**config.mk**
```make
export PLATFORM = sky130hd
export DESIGN_NAME = reg_file_param
export DESIGN_NICKNAME = d
export VERILOG_FILES = /design/src/rtl/reg_file_param.sv
export SDC_FILE = /design/constraint.sdc
export NUM_CORES = 2
export LEC_CHECK = 0
export BUFFER_PORTS_ARGS = -buffer_cell sky130_fd_sc_hd__buf_2
export CAP_MARGIN = 15
export CORE_MARGIN = 3
export CORE_UTILIZATION = 57
export DETAILED_ROUTE_END_ITERATION = 8
export PLACE_DENSITY_LB_ADDON = 0.05
export SLEW_MARGIN = 5
export SYNTH_ARGS = -nofsm -noshare
export SYNTH_HDL_FRONTEND = slang
export SYNTH_SLANG_ARGS = --single-unit
```
**constraint.sdc**
```tcl
create_clock -name CLK -period 47 [get_ports CLK]
set_clock_uncertainty 0.15 [all_clocks]
set_input_delay 14.1 -clock CLK [delete_from_list [all_inputs] [get_ports CLK]]
set_output_delay 14.1 -clock CLK [all_outputs]
set_load 0.02 [all_outputs]
```
**src/rtl/reg_file_param.sv**
```systemverilog
// ---------------------------------------------------------------------------
// reg_file_param
//   CPU datapath register bank: DEPTH = 2**ADDR_W entries of DATA_W bits,
//   one write port, two registered read ports (1-cycle latency), optional
//   hardwired-zero entry 0, optional write-to-read bypass, and a sequenced
//   bulk-clear engine that zeroes one entry per cycle without reset.
//
// Ports
//   CLK          clock, all state updates on the rising edge
//   reset        asynchronous active-high reset
//   RegWrite     write enable (ignored while a clear runs)
//   WriteReg     write address
//   write_data   write data
//   rd_en        read request for both read ports
//   ReadReg1/2   read addresses
//   read_data1/2 registered read data (held while rd_en is low)
//   rd_valid     high the cycle after a sampled rd_en
//   clear_start  bulk-clear request (level sampled at the edge)
//   clear_busy   high while the clear sequence runs (DEPTH cycles)
//   clear_done   one-cycle pulse after the final clear write
// ---------------------------------------------------------------------------
module reg_file_param #(
    parameter int DATA_W   = 32,
    parameter int ADDR_W   = 5,
    parameter int ZERO_REG = 1,
    parameter int BYPASS   = 1
) (
    input  logic              CLK,
    input  logic              reset,
    input  logic              RegWrite,
    input  logic [ADDR_W-1:0] WriteReg,
    input  logic [DATA_W-1:0] write_data,
    input  logic              rd_en,
    input  logic [ADDR_W-1:0] ReadReg1,
    input  logic [ADDR_W-1:0] ReadReg2,
    output logic [DATA_W-1:0] read_data1,
    output logic [DATA_W-1:0] read_data2,
    output logic              rd_valid,
    input  logic              clear_start,
    output logic              clear_busy,
    output logic              clear_done
);

    localparam int unsigned DEPTH = 2 ** ADDR_W;

    typedef enum logic {
        IDLE,
        CLEAR
    } state_t;

    state_t            state;
    logic [ADDR_W-1:0] clr_cnt;

    logic [DATA_W-1:0] regs [DEPTH];

    // Effective write: the clear engine owns the write port while it runs.
    logic              wr_en;
    logic [ADDR_W-1:0] wr_addr;
    logic [DATA_W-1:0] wr_data;

    logic [DATA_W-1:0] rd_next1;
    logic [DATA_W-1:0] rd_next2;

    always_comb begin
        wr_en   = 1'b0;
        wr_addr = WriteReg;
        wr_data = write_data;
        if (state == CLEAR) begin
            wr_en   = 1'b1;
            wr_addr = clr_cnt;
            wr_data = '0;
        end else if (RegWrite) begin
            wr_en = 1'b1;
        end
        // Writes to the hardwired-zero entry are discarded.
        if ((ZERO_REG != 0) && (wr_addr == '0)) begin
            wr_en = 1'b0;
        end
    end

    // Read-side selection: zero entry overrides bypass, bypass overrides array.
    always_comb begin
        rd_next1 = regs[ReadReg1];
        if ((BYPASS != 0) && wr_en && (wr_addr == ReadReg1)) begin
            rd_next1 = wr_data;
        end
        if ((ZERO_REG != 0) && (ReadReg1 == '0)) begin
            rd_next1 = '0;
        end

        rd_next2 = regs[ReadReg2];
        if ((BYPASS != 0) && wr_en && (wr_addr == ReadReg2)) begin
            rd_next2 = wr_data;
        end
        if ((ZERO_REG != 0) && (ReadReg2 == '0)) begin
            rd_next2 = '0;
        end
    end

    // Storage array
    always_ff @(posedge CLK or posedge reset) begin
        if (reset) begin
            for (int unsigned i = 0; i < DEPTH; i++) begin
                regs[i] <= '0;
            end
        end else if (wr_en) begin
            regs[wr_addr] <= wr_data;
        end
    end

    // Registered read ports
    always_ff @(posedge CLK or posedge reset) begin
        if (reset) begin
            read_data1 <= '0;
            read_data2 <= '0;
            rd_valid   <= 1'b0;
        end else begin
            rd_valid <= rd_en;
            if (rd_en) begin
                read_data1 <= rd_next1;
                read_data2 <= rd_next2;
            end
        end
    end

    // Bulk-clear sequencer
    always_ff @(posedge CLK or posedge reset) begin
        if (reset) begin
            state      <= IDLE;
            clr_cnt    <= '0;
            clear_busy <= 1'b0;
            clear_done <= 1'b0;
        end else begin
            case (state)
                IDLE: begin
                    clear_done <= 1'b0;
                    if (clear_start) begin
                        state      <= CLEAR;
                        clr_cnt    <= '0;
                        clear_busy <= 1'b1;
                    end
                end
                CLEAR: begin
                    clr_cnt <= clr_cnt + 1'b1;
                    if (clr_cnt == '1) begin
                        state      <= IDLE;
                        clear_busy <= 1'b0;
                        clear_done <= 1'b1;
                    end else begin
                        clear_done <= 1'b0;
                    end
                end
                default: begin
                    state      <= IDLE;
                    clear_busy <= 1'b0;
                    clear_done <= 1'b0;
                end
            endcase
        end
    end

endmodule

```
==> impl_metrics.tcl <==
set metrics [dict create \
    place.gp.congestion 0.792 \
    layout.cells.non_filler 5978 \
    die-area_sq_mm 0.0990 \
    multi_input_area_sq_mm 0.0247 \
    synth_edf_count 0 \
    core_area_sq_mm 0.0939 \
    dieWidth_um 315 \
    route.detailed.drc 0 \
    yosys.area.top_type "dfrtp_1" \
    synth.avg_cell_area_sq_um 11.2 \
    io_pins 119 \
    worst_slew_pin_slew_ns 1.21 \
    area_growth_pct 9.11 \
    ys_top_cells_by_area "dfrtp_1 51%, mux4_2 21%, o21ai_0 9.0%" \
    cts_resized 0 \
    synth_fp_nets 4900 \
    fin_crit_ns 17.47 \
    seq_area_sq_mm 0.0275 \
    dp_cells 5758 \
    insertion_delay_ns 0.69 \
    final-setup-viol-count 0 \
    ys_ff_latch 1097 \
    drtPass1Iterations 6 \
    initial_core_util 0.578 \
    io_buffers 118 \
    cellLeakagePower_nw 25.3 \
    crit_fanout 59 \
    clock-sinks 1097 \
    grt_use_total 0.369 \
    clk_pin_slew_worst_paths_ns 0.06 \
    grt_pass1_vias 39932 \
    routedWlPerCell_um 30.0 \
    fmax_mhz 57.3 \
    via_count 40332 \
    status "finished clean" \
    layout.nets 4687 \
    hpwl_um 89800 \
    whs_ns 0.244 \
    seq_area_frac_synth 0.506 \
    report.final.slew_viol_count 0 \
    fin_setup_tns_ns 0 \
    cp.arrival_ns 17.93 \
    grt_setup_unrepaired "no" \
    vias_per_cell 6.75 \
    h-tree-depth 3 \
    ir_worst_vdd_uv 51.1 \
    grt_max_degree 158 \
    final_antenna_net_count 0 \
    power_density_mw_per_mm2 53.3 \
    synth_cells 4846 \
    wl_um 179000 \
    finalCritPeriodShare 0.372 \
    endpoint_kind "flip-flop" \
    slew_headroom 0.196 \
    syn-cell-area_sq_mm 0.0543 \
    drive_above_1_share 0.204 \
    crit_required_ns 47.46 \
    min_path_type "reg2reg" \
    synth_top_flop_cell "dfrtp_1" \
    max_cap_viol_count 0 \
    numCtsBuffers 115 \
    hold_viol 0 \
    drtIter0Drc 4609 \
    num_rows 112 \
    grt-ovfl-total 0 \
    antenna_found_initial 8 \
    cts_root_buf "clkbuf_16" \
    cp-start-kind "input pin" \
    synth_warnings 0 \
    place_ws_ns 28.78 \
    synthArstFlopShare 1.00 \
    die_h_um 315 \
    ys_types 49 \
    power.total_mw 3.16 \
    post-cts-setup-buffers 0 \
    grt_first_pass_wirelength_um 267000 \
    crit_type "in2reg" \
    clock_path_buffers 3 \
    setup_ws_ns 29.53 \
    tritoncts "built" \
    synth_top_area_share 0.506 \
    ctsHoldBuffers 0 \
    nFillCells 7543 \
]
[registers in the layout, indices dropped and copies added (netlist names)]
signal	flops
read_data1	32
regs	1024
read_data2	32
state	1
rd_valid	1
clear_done	1
clear_busy	1
clr_cnt	5
[cells in the mapped netlist, types with 2 or more instances]
master and number:
dfrtp_1 1097, nand2_1 1094, o21ai_0 977, mux4_2 497, clkbuf_1 383, o22ai_1 249
buf_2 114, inv_1 64, nor4_1 62, nand2b_1 39, mux2i_1 37, o221ai_1 33
o221ai_2 29, o21ai_1 25, nand3_1 17, nor2_1 14, buf_1 13, nand2_2 13
nor2b_1 12, buf_4 10, xnor2_1 10, a22oi_1 7, buf_6 5, a21oi_1 4
nand4_1 4, nand3b_1 3, nor3b_2 3, o31ai_1 3, a31oi_1 2, and3_1 2
ha_1 2, nor3_1 2, nor3_2 2, or2_2 2, or3_1 2
[per-layer routing]
layer	wire, um	global-route usage	share of wire
met1	71500	0.517	0.40
met5	36	0	0.00020
met3	16400	0.0730	0.091
met2	82400	0.574	0.46
met4	8820	0.149	0.049
[where the power goes]
group,total [mW],internal [mW],switching [mW]
Combinational,0.808,0.331,0.476
Clock,0.948,0.562,0.386
Sequential,1.40,1.20,0.201
[cell type report]
class,instances,share of cell area
Multi-Input combinational cell,3160,0.417
Inverter,64,0.00418
Clock inverter,30,0.00668
Tap cell,1254,0.0265
Antenna cell,1,0.0000423
Sequential cell,1097,0.464
Timing Repair Buffer,195,0.0228
Clock buffer,177,0.0595
[layout by cell type (no fill, tap or decap), drive strengths merged, types with 2 or more instances in the layout]
cell type and n:
nand2 1107, dfrtp 1097, o21ai 1003, mux4 497, o22ai 249, buf 195, clkbuf 177, inv 66
nor4 62, o221ai 62, nand2b 39, mux2i 37, nand3 17, clkinv 15, nor2 15, nor2b 12
xnor2 10, bufinv 9, a22oi 7, a21oi 4, nand4 4, clkinvlp 4, nor3b 4, nor3 4
nand3b 3, o31ai 3, or2 3, and3 2, a31oi 2, or3 2, ha 2
[critical path, cell delays in order]
cell      delay [ns]
buf_8           0.47
buf_4           0.95
buf_4           0.88
mux4_2          0.36
o22ai_1         0.09
nor4_1          0.73
nand2_1         0.19
o221ai_2        0.10
[final timing paths]
path | startpoint | endpoint | slack, ns | cells after the start
hold / removal | regs[1019] | regs[1019] | 0.24 | 0
max in group asynchronous | reset | regs[79] | 29.63 | 6
setup / recovery | ReadReg1[2] | read_data1[9] | 29.53 | 8
setup reg to reg | state | read_data2[24] | 42.91 | 9
hold reg to reg | regs[1019] | regs[1019] | 0.24 | 0
min in group asynchronous | reset | regs[861] | 13.35 | 2
[cells by family after synthesis]
group | share of synthesized area
and+or+nand+nor | 0.0969
adders and majority gates | 0.000461
DFF | 0.506
buffers and inverters | 0.0447
muxes | 0.213
xor gates and xnor gates | 0.00178
AOI/OAI and AO/OA | 0.137
[per-stage QoR]
step,utilization,area [sq um]
2_1_floorplan,-,54300
3_3_place_gp,0.587,55100
3_5_place_dp,0.587,55100
4_1_cts,0.629,59000
5_1_grt,0.631,59200
6_report,0.631,59200
(Power assumes the default switching activity.)
